===== src/rtl/val2_pkg.sv =====
// Shared constants and enums for the Val2 operand sequencer and its one-step shifter.
package val2_pkg;
  localparam int DATA_W = 32;
  localparam int CNT_W  = 5;

  typedef enum logic [1:0] {
    LSL = 2'b00,
    LSR = 2'b01,
    ASR = 2'b10,
    ROR = 2'b11
  } shift_mode_e;

  typedef enum logic [1:0] {
    IDLE  = 2'b00,
    SHIFT = 2'b01,
    DONE  = 2'b10
  } state_e;
endpackage


===== src/rtl/val2_step_unit.sv =====
// One combinational bit-step of the Val2 shifter: a 1-bit LSL/LSR/ASR/ROR, or a 2-bit ROR for immediates.
// Optional VAL2_CARRY_EN adds the carry-out of the step.
module val2_step_unit
  import val2_pkg::*;
(
  input  logic [DATA_W-1:0] acc_i,
  input  shift_mode_e       mode_i,
  input  logic              imm_step_i,
`ifdef VAL2_CARRY_EN
  output logic              carry_o,
`endif
  output logic [DATA_W-1:0] acc_o
);

  logic [DATA_W-1:0] nxt;
  logic              cy;

  always_comb begin
    nxt = acc_i;
    cy  = 1'b0;
    if (imm_step_i) begin
      // immediate carry is the new bit31 after each rotate-by-2
      nxt = {acc_i[1:0], acc_i[DATA_W-1:2]};
      cy  = acc_i[1];
    end else begin
      unique case (mode_i)
        LSL: begin nxt = {acc_i[DATA_W-2:0], 1'b0};        cy = acc_i[DATA_W-1]; end
        LSR: begin nxt = {1'b0, acc_i[DATA_W-1:1]};        cy = acc_i[0]; end
        ASR: begin nxt = {acc_i[DATA_W-1], acc_i[DATA_W-1:1]}; cy = acc_i[0]; end
        ROR: begin nxt = {acc_i[0], acc_i[DATA_W-1:1]};    cy = acc_i[0]; end
        default: begin nxt = acc_i; cy = 1'b0; end
      endcase
    end
  end

  assign acc_o = nxt;
`ifdef VAL2_CARRY_EN
  assign carry_o = cy;
`endif

endmodule


===== src/rtl/val2_shift_sequencer.sv =====
// Val2 operand generator, one shift step per cycle; done N+1 cycles after accepted start, starts ignored while busy.
// VAL2_CARRY_EN adds carry_in / shifter_carry ports.
module val2_shift_sequencer
  import val2_pkg::*;
(
  input  logic              clk,
  input  logic              rst,
  input  logic              start,
  input  logic              flush,
  input  logic              mem_rw,
  input  logic              imm,
  input  logic [11:0]       shift_operand,
  input  logic [DATA_W-1:0] val_rm,
`ifdef VAL2_CARRY_EN
  input  logic              carry_in,
  output logic              shifter_carry,
`endif
  output logic              ready,
  output logic              busy,
  output logic              done,
  output logic [DATA_W-1:0] val2_out
);

  state_e            state_q, state_d;
  logic [DATA_W-1:0] acc_q, acc_d, out_q, out_d;
  logic [DATA_W-1:0] ld_acc, step_acc;
  logic [CNT_W-1:0]  cnt_q, cnt_d, ld_cnt;
  shift_mode_e       mode_q, mode_d;
  logic              imm_step_q, imm_step_d, ld_imm_step;
  logic              accept, last_step;

  // operand and step count as they would be latched on accept
  always_comb begin
    ld_acc      = '0;
    ld_cnt      = '0;
    ld_imm_step = 1'b0;
    if (mem_rw) begin
      ld_acc = {{(DATA_W-12){1'b0}}, shift_operand};
    end else if (imm) begin
      ld_acc      = {{(DATA_W-8){1'b0}}, shift_operand[7:0]};
      ld_cnt      = CNT_W'(shift_operand[11:8]);
      ld_imm_step = 1'b1;
    end else if (!shift_operand[4]) begin
      ld_acc = val_rm;
      ld_cnt = CNT_W'(shift_operand[11:7]);
    end
  end

`ifdef VAL2_CARRY_EN
  logic step_carry;
`endif

  val2_step_unit u_step (
    .acc_i      (acc_q),
    .mode_i     (mode_q),
    .imm_step_i (imm_step_q),
`ifdef VAL2_CARRY_EN
    .carry_o    (step_carry),
`endif
    .acc_o      (step_acc)
  );

  assign ready     = (state_q != SHIFT);
  assign accept    = start && ready && !flush;
  assign busy      = (state_q == SHIFT) || accept;
  assign done      = (state_q == DONE);
  assign val2_out  = out_q;
  assign last_step = (state_q == SHIFT) && (cnt_q == CNT_W'(1));

  always_comb begin
    state_d    = state_q;
    acc_d      = acc_q;
    cnt_d      = cnt_q;
    mode_d     = mode_q;
    imm_step_d = imm_step_q;
    out_d      = out_q;

    if (state_q == SHIFT) begin
      acc_d = step_acc;
      if (cnt_q != '0) cnt_d = cnt_q - CNT_W'(1);
      if (last_step) begin
        state_d = DONE;
        out_d   = step_acc;
      end
    end else if (state_q == DONE) begin
      state_d = IDLE;
    end

    if (accept) begin
      acc_d      = ld_acc;
      cnt_d      = ld_cnt;
      mode_d     = shift_mode_e'(shift_operand[6:5]);
      imm_step_d = ld_imm_step;
      if (ld_cnt == '0) begin
        state_d = DONE;
        out_d   = ld_acc;
      end else begin
        state_d = SHIFT;
      end
    end

    // abort keeps the previous result visible and never pulses done
    if (flush) begin
      state_d = IDLE;
      cnt_d   = '0;
      out_d   = out_q;
    end
  end

  always_ff @(posedge clk) begin
    if (rst) begin
      state_q    <= IDLE;
      acc_q      <= '0;
      cnt_q      <= '0;
      mode_q     <= LSL;
      imm_step_q <= 1'b0;
      out_q      <= '0;
    end else begin
      state_q    <= state_d;
      acc_q      <= acc_d;
      cnt_q      <= cnt_d;
      mode_q     <= mode_d;
      imm_step_q <= imm_step_d;
      out_q      <= out_d;
    end
  end

`ifdef VAL2_CARRY_EN
  logic carry_q, carry_d, cout_q, cout_d;

  always_comb begin
    carry_d = carry_q;
    cout_d  = cout_q;
    if (state_q == SHIFT) begin
      carry_d = step_carry;
      if (last_step && !flush) cout_d = step_carry;
    end
    if (accept) begin
      carry_d = carry_in;
      if (ld_cnt == '0) cout_d = carry_in;
    end
  end

  always_ff @(posedge clk) begin
    if (rst) begin
      carry_q <= 1'b0;
      cout_q  <= 1'b0;
    end else begin
      carry_q <= carry_d;
      cout_q  <= cout_d;
    end
  end

  assign shifter_carry = cout_q;
`endif

endmodule

===== config.mk =====
export PLATFORM = sky130hd
export DESIGN_NAME = val2_shift_sequencer
export DESIGN_NICKNAME = d
export VERILOG_FILES = /design/src/rtl/val2_pkg.sv /design/src/rtl/val2_step_unit.sv /design/src/rtl/val2_shift_sequencer.sv
export SDC_FILE = /design/constraint.sdc
export NUM_CORES = 1
export LEC_CHECK = 0
export CELL_PAD_IN_SITES_DETAIL_PLACEMENT = 1
export CELL_PAD_IN_SITES_GLOBAL_PLACEMENT = 2
export CORE_ASPECT_RATIO = 0.75
export CORE_MARGIN = 5
export CORE_UTILIZATION = 25
export DETAILED_ROUTE_END_ITERATION = 12
export HOLD_SLACK_MARGIN = 0.03
export PLACE_DENSITY_LB_ADDON = 0.1
export RECOVER_POWER = 25
export SYNTH_ARGS = -nofsm -noshare
export SYNTH_HDL_FRONTEND = slang
export SYNTH_SLANG_ARGS = --single-unit

===== constraint.sdc =====
create_clock -name clk -period 2.2 [get_ports clk]
set_input_delay 0.33 -clock clk [delete_from_list [all_inputs] [get_ports clk]]
set_output_delay 0.33 -clock clk [all_outputs]
set_load 0.03 [all_outputs]

; ---- Word-level counts from Yosys, hierarchy flattened
; Index checks and enable logic that the tools add are counted.
[totals]
regBits = 74
output_inout_bits = 35
inputBits = 50
elab_cells = 53
[op_classes]
addsub = 1
n_eq_ne = 8
reduce_logical = 14
muxes = 24
[op_table]
columns = cell, count
row1 = $mux 32, 10
row2 = $pmux 32 s4, 1
row3 = $mux 5, 6
row4 = $mux 2, 5
row5 = $eq 2x2->1 const B, 3
row6 = $eq 5x1->1 const B, 1
row7 = $logic_not 5->1, 1
row8 = $reduce_bool 5->1, 1
row9 = $sub 5x1->5 const B, 1
row10 = $eq 2x1->1 const B, 2
row11 = $reduce_and 2->1, 2
row12 = $reduce_bool 2->1, 2
row13 = $logic_and 1x1->1, 3
row14 = $ne 3x3->1 const B, 1
row15 = $reduce_bool 3->1, 1
row16 = $logic_not 2->1, 1
row17 = $mux 1, 2
row18 = $ne 2x1->1 const B, 1
row19 = $reduce_or 2->1, 1
row20 = $logic_not 1->1, 1
row21 = $logic_or 1x1->1, 1

; ---- Longest topological paths before layout
; Gate-level depths: netlist of run 1.
[logic_depth]
word_depth = 7
depth_mapped = 9
ltp_nobuf = 6

; ---- Modules after synthesis
; Synthesis of run 1 repeated with hierarchy kept, for this count alone.
[hier_totals]
cells_unflattened = 626
hier_area_um2 = 5042.3
[modules_own_cells]
columns = module, area_each_um2, n_inst, seq_area_each_um2, cells_per_inst
row1 = val2_shift_sequencer, 4346.7, 1, 1481.4, 518
row2 = val2_step_unit, 695.7, 1, 0.0, 108

; ---- Worst setup path before layout of run 1
; OpenSTA, ideal clock, no wires.
[synth_timing]
path_type = flip-flop to output port
startpoint = register state_q[0]
endpoint = output port busy
setup_slack_ns = 0.095
path_stages_with_launch = 7
arrival_time_ns = 1.775
required_ns = 1.870
n_path_buf = 3
path_cell_list = dfxtp_1 > nor2b_1 > clkbuf_1 > inv_1 > clkbuf_1 > buf_1 > nand2_1
[synth_between]
elab_chain_cells = 4
elab_cells_between_ends = 5
classes_between = eq/ne: 2 / reduce/logical: 3
[synth_rtl]
columns = element, line
row1 = from (decl), val2_shift_sequencer.sv:24  ; state_e state_q, state_d;
row2 = from (signal assigned), val2_shift_sequencer.sv:119  ; state_q <= state_d;
row3 = $ne 2x1->1, val2_shift_sequencer.sv:63  ; assign ready = (state_q != SHIFT);
row4 = named net ready, val2_shift_sequencer.sv:18  ; output logic ready,
row5 = $logic_and 1x1->1 (2 in a row), val2_shift_sequencer.sv:64  ; assign accept = start && ready && !flush;
row6 = $logic_or 1x1->1, val2_shift_sequencer.sv:65  ; assign busy = (state_q == SHIFT) || accept;
row7 = to (decl), val2_shift_sequencer.sv:19  ; output logic busy,
; The timed path passes the listed nets, and every way through them passes these cells.

; ---- Final worst setup path of run 1
[layout_timing]
startpoint = input port imm
endpoint = register out_q[2] (netlist: val2_out[2])
[layout_between]
elab_chain_cells = 5
elab_cells_between_ends = 7
classes_between = mux: 6 / reduce/logical: 1
[layout_rtl]
columns = element, line
row1 = from (decl), val2_shift_sequencer.sv:11  ; input logic imm,
row2 = $mux 5, val2_shift_sequencer.sv:39  ; end else if (imm) begin
row3 = $mux 5, val2_shift_sequencer.sv:37  ; if (mem_rw) begin
row4 = $logic_not 5->1, val2_shift_sequencer.sv:94  ; if (ld_cnt == '0) begin
row5 = $mux 32 *, val2_shift_sequencer.sv:94
row6 = $mux 32 *, val2_shift_sequencer.sv:89  ; if (accept) begin
row7 = to (signal assigned), val2_shift_sequencer.sv:124  ; out_q <= out_d;
row8 = to (decl), val2_shift_sequencer.sv:25  ; logic [DATA_W-1:0] acc_q, acc_d, out_q, out_d;
; Mark *: on every way between the ends. The rest lies on a longest branch, timed or not.
; A chain may end at the register's enable or synchronous reset.

==> results of run 1 <==
stage by stage:
step           instance area (um2)  total power [W]  utilization
2_1_floorplan                 4870          0.00200            -
3_3_place_gp                  6160          0.00238        0.320
3_5_place_dp                  6160          0.00239        0.320
4_1_cts                       6490          0.00415        0.337
5_1_grt                       6510          0.00430        0.338
6_report                      6510          0.00409        0.338
worst max path at each step:
stage | start | to | slack, ns | depth (start not counted)
2_1_floorplan | state_q[0]$_SDFFE_PP0P_ | busy | 0.09 | 6
3_3_place_gp | shift_operand[4] | val2_out[21]$_SDFFE_PP0N_ | -0.35 | 7
3_5_place_dp | shift_operand[4] | val2_out[10]$_SDFFE_PP0N_ | -0.39 | 7
4_1_cts | shift_operand[4] | val2_out[21]$_SDFFE_PP0N_ | -0.03 | 7
5_1_grt | imm | val2_out[23]$_SDFFE_PP0N_ | 0.02 | 8
6_report | imm | val2_out[2]$_SDFFE_PP0N_ | 0.09 | 9
cells in the final DEF, fill, tap and decap left out, types with 19 or more instances in the layout:
| cell | count |
|---|---|
| nand3_1 | 24 |
| clkdlybuf4s50_1 | 68 |
| nor3b_1 | 25 |
| a21o_1 | 22 |
| nor2_1 | 42 |
| a31oi_1 | 24 |
| nand2_1 | 111 |
| a311oi_1 | 19 |
| a21oi_1 | 45 |
| mux2i_1 | 23 |
| dfxtp_1 | 74 |
| buf_4 | 40 |
| a211o_1 | 23 |
| a211oi_1 | 24 |
metal layers:
metal  vias up  global-route usage
met5         -                   0
met4         0              0.0275
met3         6              0.0310
met2        87               0.282
met1      2601               0.253
li1       2532                   -
sequential cells by signal, summed over array words and instances, names as in the netlist:
signal      flops
acc_q          32
cnt_q           5
mode_q          2
val2_out       32
imm_step_q      1
state_q         2
Yosys cell counts (all sizes together) (4+ instances only):
library cell  number
a221oi            10
dfxtp             74
nor2b              7
nor3b             25
a31oi             24
buf               15
nand2            111
mux2i             23
and3               5
o31a               4
nor2              43
o21a              17
o21ai             16
inv               11
o32a              17
a211oi            24
a211o             23
a21oi             45
clkbuf            55
a311oi            19
nand3             24
a21o              22
nor3               9
where the power goes:
group          internal, W  switching, W
logic             0.000384      0.000489
registers          0.00142     0.0000681
clock network      0.00110      0.000628
final cells by class:
type	count	share of cell area
Multi-Input combinational cell	492	0.470
Timing Repair Buffer	131	0.196
Tap cell	253	0.0486
Inverter	11	0.00634
Clock inverter	5	0.0159
Sequential cell	74	0.227
Clock buffer	10	0.0352
repair_timing:
item                       CTS  global route
setup endpoints to repair   19            31
setup buffers                0             1
resized for setup            0             6
pin swaps                    0             2
cell families after synthesis:
logic type	after synthesis
muxes	23
DFF	74
buffers and inverters	81
AOI/OAI and AO/OA	228
and+or+nand+nor	238
adders and majority gates	3
==> results by stage, run 1 <==
Synthesis:
- Synthesis produced a netlist with a net count of 700.
- The area fraction of the dominant cell type after synthesis is 0.304.
- Averaged over all synthesized cells, the footprint is 7.53 um2.
- Of the total synthesized cell area, the portion taken by XOR and XNOR cells is 0.
- After synthesis, the share of flip-flops with an asynchronous set or reset is 0.
- Yosys mapped the design onto 43 distinct sky130hd cell types.
- The register bit total from synthesis is 74.
- The largest family of logic cells by synthesized area is compound AO/OA/AOI/OAI gates.
- Yosys printed 0 warnings.
- The count of mapped cells out of synthesis is 647.
- The adder and majority gate portion of the synthesized area is 0.00771.
- The compound-cell area share of the yosys netlist was 0.342.
- Yosys attributes the largest share of cell area to dfxtp_1, nand2_1, mux2i_1.
- The most used flip-flop cell after synthesis is dfxtp_1.
- The multiplexer fraction of the synthesized cell area is 0.0473.
- The post-synthesis cell type with the largest combined area is dfxtp_1.
- Of the total synthesized cell area, the portion taken by AND, OR, NAND and NOR gates is 0.229.
- The sequential element share of the synthesized area is 0.304.
- The mapped netlist covers 4870 um2.
- The synthesized design contains 0 enable-type register cells.

Timing:
- Across the routed clock network, the largest skew measured is 0.00845 ns.
- The final count of hold timing violations was 0.
- The highest clock frequency the design can meet is 0.473 GHz.
- Setup repair after global routing left no endpoint under its margin.
- The max-slew violation count is 0.
- The pin slew with the least headroom to its limit is 0.483 ns.
- Headroom to the max-slew limit came out at 0.677.
- The share of the cycle needed by the critical path after routing is 0.961.
- Across all setup checks in the final design, the least slack found is 0.0859 ns.
- After routing, the total negative slack on setup checks comes to 0 ns.
- Hold timing on the final database bottoms out at a slack of 0.381 ns.
- The final setup violation count is 0.
- The routed design could run at a clock period as short as 2.11 ns.

Worst setup path:
- STA puts the critical path data arrival time at 2.38 ns.
- The setup path with the least slack is of type input port to flop.
- The kind of end point of the critical path is a flop.
- Data on the critical path is required at its endpoint by 2.46 ns.
- Setup slack on the worst reg-to-reg path comes out at 0.20 ns.
- The endpoint identified for the worst register-to-register timing path is val2_out[21]$_SDFFE_PP0N_.
- The kind of launch point of the worst setup path is an input port.
- The worst register-to-register path has a depth of 6.
- The launch instance of the worst register-to-register path is cnt_q[2]$_SDFFE_PP0P_.
- Of all nets on the critical path, the largest fanout is 16.
- The largest single stage delay on the critical path is 0.52 ns.
- The signal on the critical path passes through clkdlybuf4s50_1, or4b_4, a221oi_4, buf_6, nor2_4, buf_12, buf_12, a21o_1, a21oi_1.
- The gate family responsible for the most delay along the worst path is buffers and inverters.
- The cell seen most often among critical-path stages is buf_12.
- The master of the slowest instance on the critical path is or4b_4.
- The combined buffer and inverter count along the critical path is 4.

Route:
- The routed design uses 8530 um of met2 wire.
- For this block, the initial DRC count from the detailed router was 293.
- In the final routed layout, each cell accounts on average for 19.5 um.
- After detailed routing, no signal wire sits above met4.
- In the detailed route, the total length drawn on met3 is 644 um.
- Once detail routing completed, the nets flagged for antenna violations numbered 0.
- In the routed design, unresolved DRC markers number 0.
- The post-detailed-routing wire length is 19,000 um.
- The post-detailed-route via-to-cell ratio is 5.35.
- After detailed routing, the wire length on met1 is 9780 um.
- The number of detailed-routing iterations run before antenna repair is 5.
- The number of vias in the routed layout is 5,226.

Finish:
- The number of nets in the final layout is 772.
- Excluding fillers, the count of instances in the completed layout stands at 976.
- The sequential cell area is 1480 um2.
- The total of fill cells in the finished design is 2,297.
- The multi-input gate area in the final layout is 3060 um2.
- The area growth from synthesis to final layout is 33.8%.
- In the final layout, the share of cells above drive strength 1 is 0.108.
- The number of antenna cells inserted is 0.

CTS:
- For the worst-skew pair, the clock arrives at the later sink with an insertion delay of 0.34 ns.
- Clock tree synthesis inserted a total of 9 buffers.
- Clock tree synthesis found a total of 74 sinks.
- After clock tree synthesis, the clock-pin slew on the worst setup and hold paths is 0.06 ns.
- The cell chosen for the clock root is clkbuf_16.
- The maximum number of buffers from clock root to sink is 2.
- The quantity of hold-fixing buffers added after cts is 0.
- The deepest level of the CTS H-tree is 3.
- TritonCTS built the clock tree.

Pwr:
- The power per cell area is 628 nW/um2.
- The leakage power of the design is 2.30 nW.
- The maximum vdd ir drop is 0.000279 V.

Place:
- The count of input and output buffers is 84.
- Once detailed placement completed, the half-perimeter wirelength came to 13,400 um.
- The setup slack at placement is -0.390 ns.
- Routability-driven placement finished with a final weighted congestion of 0.808.
- Counting tap cells, the placed design contains a total of 960 instances.

Die:
- In this run the standard cell core region covers 19,300 um2.
- The vertical extent of the die is 131 um.
- The full die area is 22,400 um2.
- The floorplan has 44 rows.
- The top-level I/O count is 85.
- The effective utilization at floorplan is 0.253.
- Measured along the x axis, the die boundary spans 171 um.

Hold path:
- The worst min-delay path endpoint is acc_q[11]$_SDFFE_PP0P_.
- The tightest min-delay check is of the input port to flop type.
- The worst hold path passes through 2 cells.
- The startpoint identified for the worst hold timing path is rst.

Global route:
- The global-route total usage across every layer is 0.176.
- The number of global-route vias before repair is 5,514.
- The number of antenna violations at the first check in global routing is 0.
- The first global-routing pass estimated 31,300 um of wire.
- Summed over all layers, the global routing overflow is 0.
- Entering global routing, the biggest net connects 48 pins.

Run status:
- The flow ran to the end, and the final reports show no timing, DRC or antenna violations.

Job:
- Max-cap violations in this run came to 0.
Note: power is estimated with default switching activity, not from simulation.
==> inputs of run 2 (changes only) <==
- PLACE_DENSITY: default -> 0.76
- PLACE_DENSITY_LB_ADDON: 0.1 -> default
==> run 2 against run 1 <==
  * Routed wire length down 2.1%
  * Clock-buffer cell count is 1 higher
  * Non-clock buffer count decreased by 1
  * Combinational power fell by 1%
  * Global-route usage down 0.98 points
  * Critical endpoint is now val2_out[14]$_SDFFE_PP0N_
==> results by stage, run 2 (synthesis results as in run 1) <==
Route:
- The post-detailed-routing wire length came to 18,600 um (was 19,000 um).
- The average routed wire per standard cell is 19.1 um (was 19.5 um).
- The post-route antenna net violation count is 0 (unchanged).
- The number of vias in the routed layout was 5,246 (was 5,226).
- The post-detailed-route via-to-cell ratio is 5.38 (was 5.35).
- The number of design-rule violations left by the first detailed-router iteration was 275 (was 293).
- The total DRC errors in the routed layout came to 0 (unchanged).
- The number of detailed-routing iterations run before antenna repair came to 5 (unchanged).

Finish:
- The total of fill cells in the finished design is 2,313 (was 2,297).
- The most common library cell in the layout ignoring fill and taps was nand2_1 (unchanged).
- The sequential cell area was 1480 um2 (unchanged).
- The number of antenna cells inserted is 0 (unchanged).
- The number of nets in the final layout is 771 (was 772).
- The area growth from synthesis to final layout was 34.0% (was 33.8%).
- Leading cell types in the layout, fill and taps excluded: nand2_1, dfxtp_1, clkdlybuf4s50_1 (unchanged).
- The multi-input gate area in the final layout is 3070 um2 (was 3060 um2).
- The fraction of final layout cells sized beyond drive strength 1 is 0.108 (unchanged).

Die:
- The area of the placeable core is 19,300 um2 (unchanged).
- The effective utilization at floorplan was 0.253 (unchanged).
- The vertical extent of the die was 131 um (unchanged).
- The top-level I/O count is 85 (unchanged).
- The full die area is 22,400 um2 (unchanged).
- The standard-cell row count is 44 (unchanged).
- The horizontal extent of the die was 171 um (unchanged).

CTS:
- The number of buffers inserted during clock tree synthesis came to 9 (unchanged).
- The number of sinks driven by the clock tree is 74 (unchanged).
- The deepest level of the CTS H-tree is 3 (unchanged).
- The clock-pin transition on the worst setup and hold timing paths is 0.06 ns (about the same).
- The clock tree from TritonCTS is done (unchanged).
- The quantity of hold-fixing buffers added after cts came to 0 (unchanged).
- The cell chosen for the clock root is clkbuf_16 (unchanged).
- The maximum number of buffers from clock root to sink was 2 (unchanged).
- The clock latency on the worst-skew pair was 0.35 ns (was 0.34 ns).

Place:
- The setup slack at placement came to -0.336 ns (was -0.390 ns).
- The count of input and output buffers came to 84 (unchanged).
- The final HPWL from detailed placement is 12,800 um (was 13,400 um).
- The routability congestion estimate is 0.804 (was 0.808).

Timing:
- The final-layout setup total negative slack is 0 ns (unchanged).
- The final setup violation count is 0 (unchanged).
- The headroom to the max-slew limit is 0.535 (was 0.677).
- Unrepaired setup endpoints after global routing: false (unchanged).
- The share of the cycle needed by the critical path after routing is 0.939 (was 0.961).
- The final count of hold timing violations is 0 (unchanged).
- The pin slew with the least headroom to its limit came to 0.697 ns (was 0.483 ns).
- The highest clock frequency the design can meet is 0.484 GHz (was 0.473 GHz).
- The max-slew violation count is 0 (unchanged).
- The final worst slack is 0.133 ns (was 0.0859 ns).
- The clock period minus final worst setup slack is 2.07 ns (was 2.11 ns).
- The worst clock skew on the final layout is 0.00535 ns (was 0.00845 ns).

Worst setup path:
- The kind of end point of the critical path is a flop (unchanged).
- The path type of the worst setup path is input port to flop (unchanged).
- The data arrival time of the worst path is 2.30 ns (was 2.38 ns).
- The kind of launch point of the worst setup path is an input port (unchanged).
- The critical path data required time was 2.44 ns (was 2.46 ns).
- The largest driver fanout on the critical path came to 5 (was 16).

Global route:
- The number of antenna violations at the first check in global routing is 0 (unchanged).
- The largest net degree at the start of global routing came to 39 (was 48).
- The global-route total usage across every layer is 0.166 (was 0.176).
- The total congestion overflow was 0 (unchanged).
- The number of global-route vias before repair is 5,453 (was 5,514).
- The first-pass GRT wire length is 30,000 um (was 31,300 um).

Pwr:
- The leakage power of the design is 2.35 nW (was 2.30 nW).
- The power per cell area is 636 nW/um2 (was 628 nW/um2).
- The maximum vdd ir drop is 0.000330 V (was 0.000279 V).

Job:
- The max-cap violation count came to 0 (unchanged).

Hold path:
- The type of the worst min-delay path is input port to flop (unchanged).

Run status:
- Outcome: finished clean (unchanged).
## run 2: changes by cell type in the layout (fill, tap and decap cells not counted), sizes merged
cell           delta
buf               -5
clkbuf            +5
clkdlybuf4s50    -11
dlygate4sd3       +9
dlymetal6s2s      +2
## run 2: path summary, 6_finish.rpt
path | start | end | slack [ns] | depth (start not counted)
worst max-delay path | shift_operand[8] | val2_out[14]$_SDFFE_PP0N_ | 0.13 | 9
worst max register to register | mode_q[0]$_SDFFE_PP0P_ | val2_out[27]$_SDFFE_PP0N_ | 0.16 | 5
worst min register to register | val2_out[21]$_SDFFE_PP0N_ | val2_out[21]$_SDFFE_PP0N_ | 0.50 | 2
worst min-delay path | flush | val2_out[31]$_SDFFE_PP0N_ | 0.38 | 2
## run 2: critical path: stages
cell             delay, ns
clkdlybuf4s50_1       0.43
nor4_1                0.34
buf_4                 0.18
a221oi_4              0.07
nor2_4                0.31
buf_4                 0.20
buf_4                 0.12
a21oi_1               0.04
o31a_1                0.27
## run 2: report_power, final
group	internal, W	switching [W]
Sequential	0.00142	0.0000696
Combinational	0.000374	0.000489
Clock	0.00117	0.000629
Total	0.00296	0.00119
## run 2: cell type report
type | count | share of cell area
clock inverter | 5 | 0.0153
tap | 253 | 0.0485
multi-input combinational | 492 | 0.470
timing repair buffer | 130 | 0.194
sequential | 74 | 0.227
clock buffer | 11 | 0.0387
inverter | 11 | 0.00633
## run 2: stage by stage
stage | total power, W | cell area, um2 | hold WS (ns) | instances | utilization
after floorplan | 0.00200 | 4870 | 0.465 | 647 | -
after global placement | 0.00236 | 6100 | 0.484 | 957 | 0.317
after detailed placement | 0.00237 | 6100 | 0.500 | 957 | 0.317
after CTS | 0.00419 | 6450 | 0.359 | 973 | 0.335
after global routing | 0.00432 | 6520 | 0.392 | 976 | 0.339
final | 0.00415 | 6520 | 0.381 | 976 | 0.339
## run 2: metal layers
metal,vias up,GRT usage,part of all wire
met2,104,0.273,0.45
li1,2528,-,-
met3,11,0.0388,0.045
met1,2603,0.225,0.50
met4,0,0.0307,0.0080
met5,-,0,0
## run 2: repair_timing
action,4_1_cts,5_1_grt
endpoints found under the setup margin,0,20
buffers inserted,0,1
resized for setup,0,6
==> edit (config.mk and constraints of run 1) <==
The option `VAL2_CARRY_EN` is turned on by a define.
--- a/src/rtl/val2_step_unit.sv
+++ b/src/rtl/val2_step_unit.sv
@@ -1,4 +1,6 @@
 // One combinational bit-step of the Val2 shifter: a 1-bit LSL/LSR/ASR/ROR, or a 2-bit ROR for immediates.
 // Optional VAL2_CARRY_EN adds the carry-out of the step.
+`define VAL2_CARRY_EN
+
 module val2_step_unit
   import val2_pkg::*;
Ports: changed (added carry_in and shifter_carry); port bits go from 85 to 87. The function was not compared with the original's and may differ.
==> edit against run 1 <==
Synthesized area is 7.0% lower; register-to-register slack worse by 0.03 ns; final area decreased by 6.1%; sequential cell count increased by 1; hold slack better by 0.10 ns; setup slack got worse by 0.021 ns; total power decreased by 12%; synthesized cell count down 9.9%; non-clock buffer count is 5 higher; routed wire length is 4.4% lower.
==> edit: results (changes against run 1) <==
* CTS Sinks at 75 (+1.4%)
* Placed cells at 901 (-6.1%)
* Adder-cell share of the synthesized area at 0.829% (+0.058 points)
* Power density cells at 590 nW/um^2 (-6.0%)
* Crit path from: state_q[0]
* Area contributors post-synth: dfxtp_1 (33%), nand2_1 (7.1%), a221oi_1 (4.4%), a31oi_1 (4.4%), nand3_1 (4.3%)
* Hold Crit Start: val2_out[24]
* Run status: finished clean
* Met2 WL post-DR at 7.94 mm (-6.9%)
* Register area share after synthesis at 33.1% (+2.7 points)
* Multi-input gate area at 2720 sq um (-11%)
* M1 WL at 9.17 mm (-6.2%)
* HP Class: reg2reg
* NumNets Final at 724 (-6.2%)
* Fin cells at 916 (-6.1%)
* Worst clock skew at 0.00680 ns (-0.00165 ns)
* Leakage at 2.11 nW (-8.2%)
* Period minus WS final at 2.14 ns (+0.0212 ns)
* Critical Path Max Stage Delay at 0.41 ns (-0.11 ns)
* RR Endpoint: val2_out[17]
* CP endpoint: busy
* Endpoint, Worst Hold: val2_out[24]
* First-pass GRT wire length at 28.5 mm (-8.9%)
* Data buffer area share at 20.9% (+1.3 points)
* Post-Route WL at 18.2 mm (-4.4%)
==> edit: changes by cell type in the layout (fill, tap and decap cells not counted), moves of 14 or more <==
| cell | delta |
|---|---|
| a211o_1 | -22 |
| a21o_1 | -21 |
| a221oi_1 | +14 |
| dlygate4sd3_1 | +17 |
| nand2_1 | -25 |
| nand3_1 | +15 |
| nor2_1 | -18 |
| nor3b_1 | -23 |
| o21a_1 | -17 |
| o21ai_0 | +19 |
| o32a_1 | -17 |
==> edit: timing repair <==
action                                  in CTS  in global routing
gates resized for setup                      1                  2
buffers inserted                             0                  0
hold buffers                                 0                  0
pin swaps                                    0                  0
gates cloned                                 0                  0
endpoints found under the setup margin       1                 15
==> edit: kinds of logic (layout without fill, tap and decap cells) <==
kind of cell    Yosys count  in the layout
compound gates          203            203
buf+inv                  69            160
flops                    75             75
simple gates            213            213
xor+xnor                  3              3
mux                      17             17
fa+ha+maj                 3              3
